==> src/rtl/biquad_iir_engine_if.sv <==
// Purpose : sample strobe/result bus plus coefficient-mux select/return for biquad_iir_engine.
// Latency : none (wires only); coef_in must answer coef_sel combinationally.
// Backpr. : none; start is a strobe, dropped by the engine while busy.
interface biquad_iir_engine_if #(
  parameter int N = 25
);
  logic         start;
  logic [N-1:0] x_in;
  logic [2:0]   coef_sel;
  logic [N-1:0] coef_in;
  logic [N-1:0] y_out;
  logic         done;
  logic         busy;

  // Sample source + coefficient mux side
  modport master (
    output start,
    output x_in,
    input  coef_sel,
    output coef_in,
    input  y_out,
    input  done,
    input  busy
  );

  // Engine side
  modport slave (
    input  start,
    input  x_in,
    output coef_sel,
    input  coef_in,
    output y_out,
    output done,
    output busy
  );
endinterface

==> src/rtl/biquad_iir_engine.sv <==
// Purpose : sequential single-MAC Direct-Form-I biquad, y = b0x0+b1x1+b2x2-a1y1-a2y2, signed Q4.20 default.
// Latency : start at edge k -> y_out/done after edge k+6; one sample per 7 cycles back-to-back.
// Backpr. : start while busy is ignored (no queueing). Macro BIQUAD_SAT_EN: saturate result, else wrap.
module biquad_iir_engine #(
  parameter int N    = 25,
  parameter int FRAC = 20
) (
  input  logic               clk,
  input  logic               rst_n,
  biquad_iir_engine_if.slave bus
);

  localparam int PW = 2 * N;
  localparam int AW = 2 * N + 3;

  localparam logic [2:0] SEL_A1   = 3'b000;
  localparam logic [2:0] SEL_A2   = 3'b001;
  localparam logic [2:0] SEL_B0   = 3'b010;
  localparam logic [2:0] SEL_B1   = 3'b011;
  localparam logic [2:0] SEL_B2   = 3'b100;
  localparam logic [2:0] SEL_NONE = 3'b101;

  // Half an output LSB, added before the arithmetic shift for round-half-up.
  localparam logic signed [AW-1:0] RND = {{(AW-FRAC){1'b0}}, 1'b1, {(FRAC-1){1'b0}}};

  typedef enum logic [2:0] {
    S_IDLE = 3'd0,
    S_B0   = 3'd1,
    S_B1   = 3'd2,
    S_B2   = 3'd3,
    S_A1   = 3'd4,
    S_A2   = 3'd5,
    S_OUT  = 3'd6
  } state_t;

  state_t               r_state;
  state_t               w_next;

  logic signed [N-1:0]  r_x0;
  logic signed [N-1:0]  r_x1;
  logic signed [N-1:0]  r_x2;
  logic signed [N-1:0]  r_y1;
  logic signed [N-1:0]  r_y2;
  logic signed [AW-1:0] r_acc;
  logic signed [N-1:0]  r_y_out;
  logic                 r_done;

  logic [2:0]           w_coef_sel;
  logic signed [N-1:0]  w_operand;
  logic                 w_sub;
  logic                 w_mac_en;
  logic signed [PW-1:0] w_coef_ext;
  logic signed [PW-1:0] w_op_ext;
  logic signed [PW-1:0] w_prod;
  logic signed [AW-1:0] w_prod_ext;
  logic signed [AW-1:0] w_acc_next;
  logic signed [AW-1:0] w_rnd;
  logic signed [AW-1:0] w_shift;
  logic signed [N-1:0]  w_result;

  // State register; reset aborts any computation in flight.
  always_ff @(posedge clk or negedge rst_n) begin
    if (!rst_n) begin
      r_state <= S_IDLE;
    end else begin
      r_state <= w_next;
    end
  end

  // Next state: fixed walk B0..A2 then OUT; only IDLE looks at start.
  always_comb begin
    w_next = r_state;
    case (r_state)
      S_IDLE:  if (bus.start) w_next = S_B0;
      S_B0:    w_next = S_B1;
      S_B1:    w_next = S_B2;
      S_B2:    w_next = S_A1;
      S_A1:    w_next = S_A2;
      S_A2:    w_next = S_OUT;
      S_OUT:   w_next = S_IDLE;
      default: w_next = S_IDLE;
    endcase
  end

  // Per-state coefficient select, matching operand and add/subtract choice.
  always_comb begin
    w_coef_sel = SEL_NONE;
    w_operand  = '0;
    w_sub      = 1'b0;
    w_mac_en   = 1'b0;
    case (r_state)
      S_B0: begin
        w_coef_sel = SEL_B0;
        w_operand  = r_x0;
        w_mac_en   = 1'b1;
      end
      S_B1: begin
        w_coef_sel = SEL_B1;
        w_operand  = r_x1;
        w_mac_en   = 1'b1;
      end
      S_B2: begin
        w_coef_sel = SEL_B2;
        w_operand  = r_x2;
        w_mac_en   = 1'b1;
      end
      S_A1: begin
        w_coef_sel = SEL_A1;
        w_operand  = r_y1;
        w_sub      = 1'b1;
        w_mac_en   = 1'b1;
      end
      S_A2: begin
        w_coef_sel = SEL_A2;
        w_operand  = r_y2;
        w_sub      = 1'b1;
        w_mac_en   = 1'b1;
      end
      default: begin
        w_coef_sel = SEL_NONE;
      end
    endcase
  end

  // Full-precision product; both operands widened so the multiply is 2N x 2N -> 2N.
  assign w_coef_ext = {{N{bus.coef_in[N-1]}}, bus.coef_in};
  assign w_op_ext   = {{N{w_operand[N-1]}}, w_operand};
  assign w_prod     = w_coef_ext * w_op_ext;
  assign w_prod_ext = {{(AW-PW){w_prod[PW-1]}}, w_prod};
  assign w_acc_next = w_sub ? (r_acc - w_prod_ext) : (r_acc + w_prod_ext);

  // Round half up, then drop the coefficient fraction bits.
  assign w_rnd   = r_acc + RND;
  assign w_shift = w_rnd >>> FRAC;

`ifdef BIQUAD_SAT_EN
  localparam logic signed [AW-1:0] SAT_MAX = {{(AW-N+1){1'b0}}, {(N-1){1'b1}}};
  localparam logic signed [AW-1:0] SAT_MIN = {{(AW-N+1){1'b1}}, {(N-1){1'b0}}};

  // Clamp the rounded sum to the N-bit signed range.
  always_comb begin
    w_result = w_shift[N-1:0];
    if (w_shift > SAT_MAX) begin
      w_result = SAT_MAX[N-1:0];
    end else if (w_shift < SAT_MIN) begin
      w_result = SAT_MIN[N-1:0];
    end
  end
`else
  logic w_unused_shift_hi;

  // Two's-complement wrap: keep the low N bits only.
  assign w_result          = w_shift[N-1:0];
  assign w_unused_shift_hi = ^w_shift[AW-1:N];
`endif

  // Accumulator: cleared on accepted start, one MAC term per B/A state.
  always_ff @(posedge clk or negedge rst_n) begin
    if (!rst_n) begin
      r_acc <= '0;
    end else if (r_state == S_IDLE && bus.start) begin
      r_acc <= '0;
    end else if (w_mac_en) begin
      r_acc <= w_acc_next;
    end
  end

  // Sample history: x0 latched on start, whole delay line shifts once in OUT.
  always_ff @(posedge clk or negedge rst_n) begin
    if (!rst_n) begin
      r_x0 <= '0;
      r_x1 <= '0;
      r_x2 <= '0;
      r_y1 <= '0;
      r_y2 <= '0;
    end else if (r_state == S_IDLE && bus.start) begin
      r_x0 <= bus.x_in;
    end else if (r_state == S_OUT) begin
      r_x2 <= r_x1;
      r_x1 <= r_x0;
      r_y2 <= r_y1;
      r_y1 <= w_result;
    end
  end

  // Output register and single-cycle done pulse.
  always_ff @(posedge clk or negedge rst_n) begin
    if (!rst_n) begin
      r_y_out <= '0;
      r_done  <= 1'b0;
    end else begin
      r_done <= (r_state == S_OUT);
      if (r_state == S_OUT) begin
        r_y_out <= w_result;
      end
    end
  end

  assign bus.coef_sel = w_coef_sel;
  assign bus.y_out    = r_y_out;
  assign bus.done     = r_done;
  assign bus.busy     = (r_state != S_IDLE);

endmodule
==> src/flat_wrapper.sv <==
// flat-port wrapper written by rule: the top's interface ports become plain ports
module biquad_iir_engine_flat 
#(
  parameter int N    = 25,
  parameter int FRAC = 20
)
  (clk, rst_n, bus_start, bus_x_in, bus_coef_sel, bus_coef_in, bus_y_out, bus_done, bus_busy);
  biquad_iir_engine_if #(.N(N)) bus_i ();
  input  logic clk;
  input  logic rst_n;
  input wire logic [$bits(bus_i.start)-1:0] bus_start;
  input wire logic [$bits(bus_i.x_in)-1:0] bus_x_in;
  output wire logic [$bits(bus_i.coef_sel)-1:0] bus_coef_sel;
  input wire logic [$bits(bus_i.coef_in)-1:0] bus_coef_in;
  output wire logic [$bits(bus_i.y_out)-1:0] bus_y_out;
  output wire logic [$bits(bus_i.done)-1:0] bus_done;
  output wire logic [$bits(bus_i.busy)-1:0] bus_busy;
  assign bus_i.start = bus_start;
  assign bus_i.x_in = bus_x_in;
  assign bus_coef_sel = bus_i.coef_sel;
  assign bus_i.coef_in = bus_coef_in;
  assign bus_y_out = bus_i.y_out;
  assign bus_done = bus_i.done;
  assign bus_busy = bus_i.busy;
  biquad_iir_engine #(.N(N), .FRAC(FRAC)) u_core (.clk(clk), .rst_n(rst_n), .bus(bus_i));
endmodule
==> config.mk <==
export PLATFORM = sky130hd
export DESIGN_NAME = biquad_iir_engine_flat
export DESIGN_NICKNAME = d
export VERILOG_FILES = /design/src/rtl/biquad_iir_engine_if.sv /design/src/rtl/biquad_iir_engine.sv /design/src/flat_wrapper.sv
export SDC_FILE = /design/constraint.sdc
export NUM_CORES = 2
export LEC_CHECK = 0
export ABC_AREA = 1
export BUFFER_PORTS_ARGS = -buffer_cell sky130_fd_sc_hd__buf_2
export CAP_MARGIN = 20
export CORE_MARGIN = 5
export CORE_UTILIZATION = 30
export CTS_CLUSTER_DIAMETER = 60
export DETAILED_ROUTE_END_ITERATION = 10
export GPL_TIMING_DRIVEN = 0
export PLACE_DENSITY = 0.56
export SLEW_MARGIN = 20
export SYNTH_ARGS = -nofsm -noshare
export SYNTH_HDL_FRONTEND = slang
export SYNTH_SLANG_ARGS = --single-unit
export TNS_END_PERCENT = 1
==> constraint.sdc <==
create_clock -name clk -period 11.64 [get_ports clk]
set_input_delay 1.746 -clock clk [delete_from_list [all_inputs] [get_ports clk]]
set_output_delay 1.746 -clock clk [all_outputs]
set_load 0.01 [all_outputs]
Word level (Yosys, flattened, before mapping)
Index checks and enable logic that the tools add are counted.
{"block": "classes", "n_addsub": 3, "mul": 1, "div_mod_pow": 0, "order_cmp": 0, "n_eq_ne": 7, "shift": 0, "n_mux": 9, "bitwise_logic": 1, "n_reduce_logical": 7}
{"op": "53-bit two-way mux", "n": 3}
{"op": "25-bit one-hot mux with 5 select lines", "n": 1}
{"op": "53-bit by 50-bit adder with 53-bit output", "n": 1}
{"op": "53-bit by 50-bit subtractor with 53-bit output", "n": 1}
{"op": "25-bit by 25-bit multiplier with 50-bit output", "n": 1}
{"op": "45-bit by 21-bit adder with 45-bit output, second input constant", "n": 1}
{"op": "3-bit one-hot mux with 6 select lines", "n": 1}
{"op": "3-bit one-hot mux with 5 select lines", "n": 1}
{"op": "3-bit equality test, second input constant", "n": 3}
{"op": "3-bit by 2-bit equality test with 1-bit output, second input constant", "n": 2}
{"op": "5-bit OR reduction", "n": 1}
{"op": "3-bit by 1-bit equality test with 1-bit output, second input constant", "n": 1}
{"op": "3-bit zero test", "n": 1}
{"op": "3-bit two-way mux", "n": 1}
{"op": "3-bit nonzero test", "n": 1}
{"op": "1-bit two-way mux", "n": 2}
{"op": "2-bit != test, second input constant", "n": 1}
{"op": "2-bit AND reduction", "n": 1}
{"op": "2-bit nonzero test", "n": 1}
{"op": "2-bit OR reduction", "n": 1}
{"op": "1-bit logical AND", "n": 1}
{"op": "1-bit inverter", "n": 1}
{"block": "totals", "ff_bits": 207, "latchBits": 0, "ram_bits": 0, "romBits": 0, "input_bits": 53, "out_inout_bits": 30, "elab_cells": 37, "mem_count": 0}

Depth between registers and ports, before layout
{"block": "logic_depth", "word_depth": 7, "mapped_depth": 61, "depth_no_buf": 58}

Least setup slack after synthesis
OpenSTA, ideal clock, no wires.
{"block": "synth_path", "path_kind": "input -> register", "from": "in bus_coef_in[24]", "to": "reg u_core.r_acc[44]", "setup_ps": 117, "t_arrival_ps": 9684, "required_ps": 11523, "path_slack_ps": 1839, "cell_stages": 47, "n_path_buf": 2, "path_cell_list": "inv_1 clkbuf_1 clkbuf_1 nor2_1 fa_1 fa_1 inv_1 fa_1 inv_1 fa_1 fa_1 fa_1 inv_1 fa_1 inv_1 ha_1 a21oi_1 o21ai_0 [11 not listed] nand2_1 nand2_1 ha_1 nand2_1 nor2_1 inv_1 nor2_1 inv_1 nor2_1 nand3_1 nand3_1 a21oi_1 nand3_1 nand2_1 nand2_1 nand2_1 nand2_1 nand2_1"}
{"block": "synth_via", "elab_chain_len": 5, "elab_cells_between_ends": 6, "cone_classes": "add/sub (2); mul (1); mux (3)"}
{"element": "start, declared", "line": "flat_wrapper.sv:14", "rtl": "input wire logic [$bits(bus_i.coef_in)-1:0] bus_coef_in;"}
{"element": "25-bit by 25-bit multiplier with 50-bit output *", "line": "biquad_iir_engine.sv:128", "rtl": "assign w_prod = w_coef_ext * w_op_ext;"}
{"element": "53-bit by 50-bit adder with 53-bit output or 53-bit by 50-bit subtractor with 53-bit output (tied branches)", "line": "biquad_iir_engine.sv:130", "rtl": "assign w_acc_next = w_sub ? (r_acc - w_prod_ext) : (r_acc + w_prod_ext);"}
{"element": "53-bit two-way mux *", "line": "biquad_iir_engine.sv:130"}
{"element": "53-bit two-way mux *", "line": "biquad_iir_engine.sv:163", "rtl": "end else if (w_mac_en) begin"}
{"element": "53-bit two-way mux *", "line": "biquad_iir_engine.sv:161", "rtl": "end else if (r_state == S_IDLE && bus.start) begin"}
{"element": "end signal, assigned", "line": "biquad_iir_engine.sv:164", "rtl": "r_acc <= w_acc_next;"}
{"element": "end, declared", "line": "biquad_iir_engine.sv:44", "rtl": "logic signed [AW-1:0] r_acc;"}
Mark *: on every way between the ends. The rest lies on a longest branch, timed or not. The select of a mux whose other input is x is not followed.
A chain may end at the register's enable or synchronous reset.

Final worst setup path
{"block": "layout_path", "from": "reg u_core.r_state[2]", "to": "reg u_core.r_acc[44]"}
{"block": "layout_via", "elab_chain_len": 7, "elab_cells_between_ends": 19, "cone_classes": "add/sub (2); mul (1); eq/ne (5); mux (6); reduce/logical (5)"}
{"element": "start, declared", "line": "biquad_iir_engine.sv:36", "rtl": "state_t r_state;"}
{"element": "start signal, assigned", "line": "biquad_iir_engine.sv:66", "rtl": "r_state <= w_next;"}
{"element": "3-bit equality test (tied with other cells)", "line": "biquad_iir_engine.sv:91", "rtl": "case (r_state)"}
{"element": "25-bit one-hot mux with 5 select lines", "line": "biquad_iir_engine.sv:91"}
{"element": "25-bit by 25-bit multiplier with 50-bit output", "line": "biquad_iir_engine.sv:128"}
{"element": "53-bit by 50-bit adder with 53-bit output or 53-bit by 50-bit subtractor with 53-bit output (tied branches)", "line": "biquad_iir_engine.sv:130"}
{"element": "53-bit two-way mux", "line": "biquad_iir_engine.sv:130"}
{"element": "53-bit two-way mux", "line": "biquad_iir_engine.sv:163"}
{"element": "53-bit two-way mux", "line": "biquad_iir_engine.sv:161"}
Several ways; a longest one is shown, not always the timed one. The select of a mux whose other input is x is not followed.

==> metrics.txt <==
outcome finished, final reports clean; CTS tree built; R2R depth between 50 and 60; Crit path buffers/inverters 11; first-pass GRT wire length ~190000 um; Initial DRC Count 2646; flops & latches, synth just under 200; via total after detailed routing 30600; syn avg cell area 7.47 um^2; drt pass-1 iters 8; Critical Path Max Stage Delay between 500 and 600 ps; Worst R2R Start u_core.r_state[2]$_DFFE_PN0P_; WP data required 11990 ps; Starting Density 30.2%; Post-CTS Setup Repair Bufs 0; Synth Instances between 4000 and 5000; final setup fails 0; critical path endpoint category flop; GR Overflow Total 0; maxcap violations 0; worst relative slew slack just under 30%; clock root cell clkbuf_16; Clock Sinks 199; Core Rows between 100 and 150; residual DRC count 0; EDFF count, synth 0; dpl hpwl 106000 um; die width between 300 and 400 um; cts hold-fix bufs 0; met2 Usage GRT 33.4%; Worst Setup EP u_core.r_acc[44]$_DFFE_PN0P_; P&R area growth vs syn 9.28%; final-report max-slew violation count 0; Die Ht 352 um; ys async rst share 100%; IO Pins a little over 80; pin count of the biggest net entering global routing 95; Layout Nets 5627; reg-to-reg endpoint u_core.r_acc[44]$_DFFE_PN0P_; Worst path top cell family by delay adder cells; synth unique cells around 50; Syn Nets 5533; Worst setup SP type flop; critical path depth 51; critical path arrival approximately 12000 ps; initial antenna violation count 1; Worst-path clk slew about 80 ps; Die Area 124000 um^2; most frequent CP cell nand2_1; Fin. Hold Viols 0; FF-to-FF setup slack 380 ps; CTS Buf Count 17; DR vias/cell between 4 and 5; Crit Path Max Fanout 10; worst slew pin tran roughly 1100 ps; Max stage delay cell, worst path fa_1; RSZ-0062 raised after global routing yes; ANT nets after route 0; post-synth top area share between 30% and 40%; Filler cells around 13000; Top FF cell, synth dfrtp_1; min Tclk post-route roughly 11000 ps; clk_skew around 21 ps; GRT Max-Usage Layer met2; Syn. warnings 0; met1 usage between 20% and 30%; clk buf depth 2; final cycle utilization of the critical path 96.7%; setup TNS 0 ps; sequential share of the synthesized area 14.2%; Synth area leader fa_1; CORE AREA between 100000 and 150000 um^2; gr usage total slightly above 20%; Routed wire per std cell approximately 20 um; PortBufs 77; fmax a little under 90 MHz; met3 Use GR under 10%; depth of the CTS H-tree 4; crit path kind reg2reg; vias in the first global route ~32000; Critical path origin u_core.r_state[2]$_DFFE_PN0P_; final wirelength about 120000 um; routability cong. around 0.99; fraction of layout cells with a size suffix above 1 4.92%; Synth Cell Area 35000 um^2; worst hold slack 483 ps; hold crit path type reg2reg; top post-synthesis cells by area fa_1 35%, dfrtp_1 14%, inv_1 12%; worst skew pair latency between 400 and 500 ps
state kept, by name (all words and copies together) (netlist names):
| name | flops |
|---|---|
| u_core.r_acc | 45 |
| u_core.bus.done | 1 |
| u_core.r_x2 | 25 |
| u_core.r_state | 3 |
| u_core.r_x0 | 25 |
| u_core.r_x1 | 25 |
| u_core.r_y2 | 25 |
| u_core.r_y1 | 25 |
| u_core.bus.y_out | 25 |
kinds of logic after synthesis:
logic type	after synthesis	synth area share, %
compound gates	473	7.47
xor+xnor	71	1.80
fa+ha+maj	787	41.1
buf+inv	1266	13.7
flops	199	14.2
simple gates	1897	21.7
timing repair:
action,in CTS,in global routing
endpoints found under the setup margin,13,13
resized for setup,25,74
endpoints found under the hold margin,0,0
cell usage in the layout (no fill, tap or decap), drive strengths merged, types with 2 or more instances in the layout:
master / Yosys / layout
nand4: 38 / 38
or2: 3 / 3
diode: 0 / 2
xnor2: 15 / 15
buf: 16 / 100
nor2: 564 / 564
o21a: 6 / 6
clkbuf: 136 / 144
clkinv: 9 / 11
o21bai: 7 / 7
o221ai: 4 / 4
a221o: 2 / 2
and2: 9 / 9
o22ai: 24 / 24
dfrtp: 199 / 199
o31ai: 10 / 10
o21ai: 239 / 239
a21oi: 125 / 125
nand3: 126 / 126
a21o: 6 / 6
nor4: 4 / 4
inv: 1105 / 1113
o211ai: 17 / 17
xor2: 56 / 56
fa: 606 / 606
nand3b: 14 / 14
nand2: 1106 / 1106
clkinvlp: 0 / 4
nor3: 30 / 30
a31oi: 20 / 20
ha: 181 / 181
and3: 3 / 3
a221oi: 7 / 7
how the worst min path moves through the flow:
stage	slack (ps)	endpoint	from	cells past startpoint
5_1_grt	500	u_core.r_y2[8]$_DFFE_PN0P_	u_core.r_y1[8]$_DFFE_PN0P_	2
2_1_floorplan	440	u_core.r_x2[23]$_DFFE_PN0P_	u_core.r_x2[23]$_DFFE_PN0P_	2
4_1_cts	480	u_core.r_x2[21]$_DFFE_PN0P_	u_core.r_x2[21]$_DFFE_PN0P_	2
6_report	480	u_core.bus.y_out[2]$_DFFE_PN0P_	u_core.bus.y_out[2]$_DFFE_PN0P_	2
3_5_place_dp	460	u_core.bus.y_out[20]$_DFFE_PN0P_	u_core.bus.y_out[20]$_DFFE_PN0P_	2
3_3_place_gp	460	u_core.r_x1[17]$_DFFE_PN0P_	u_core.r_x0[17]$_DFFE_PN0P_	2
tightest hold or removal path, stage by stage (launching register included):
cell,delay [ps]
dfrtp_1,340
nand2_1,50
nand2_1,60
stage by stage:
step / utilization, % / worst slack (ps) / cells / area [um^2]
finish: 33.0 / 381 / 6326 / 38300
global route: 33.0 / -91.1 / 6324 / 38300
CTS: 32.9 / 85.1 / 6330 / 38200
detailed placement: 32.3 / -810 / 6301 / 37500
global placement: 32.2 / -1130 / 6294 / 37300
floorplan: - / 1840 / 4693 / 35000
cell usage after synthesis, types with 4 or more instances:
cell,number
inv_1,1099
nand2_1,1096
fa_1,606
nor2_1,552
o21ai_0,236
dfrtp_1,199
ha_1,181
clkbuf_1,136
a21oi_1,125
nand3_1,121
xor2_1,56
nand4_1,37
nor3_1,27
o22ai_1,24
a31oi_1,20
o211ai_1,17
nand3b_1,14
xnor2_1,14
nor2_2,12
nand2_2,10
o31ai_1,10
clkinv_1,9
a221oi_1,7
and2_1,7
o21bai_1,7
a21o_1,6
inv_2,6
o21a_1,6
buf_1,5
nand3_2,5
buf_2,4
buf_6,4
nor4_1,4
o221ai_1,4
metal layers:
metal	share of wire (%)	routed length, um
met1	43	53600
met2	46	56900
met3	6.6	8250
met4	4.7	5890
met5	0.010	13
area by class of cell:
class | instances | area [um^2] | area share (%)
Multi-Input combinational cell | 3228 | 25400 | 66.3
Buffer | 143 | 633 | 1.65
Antenna cell | 2 | 5.00 | 0.0131
Clock inverter | 15 | 229 | 0.598
Inverter | 1114 | 4200 | 11.0
Tap cell | 1524 | 1910 | 4.98
Clock buffer | 17 | 425 | 1.11
Timing Repair Buffer | 84 | 518 | 1.35
Sequential cell | 199 | 4980 | 13.0
Power is left out: the tool's default activity adds up to more than one toggle a clock period on the data nets, which glitch-free logic cannot reach.
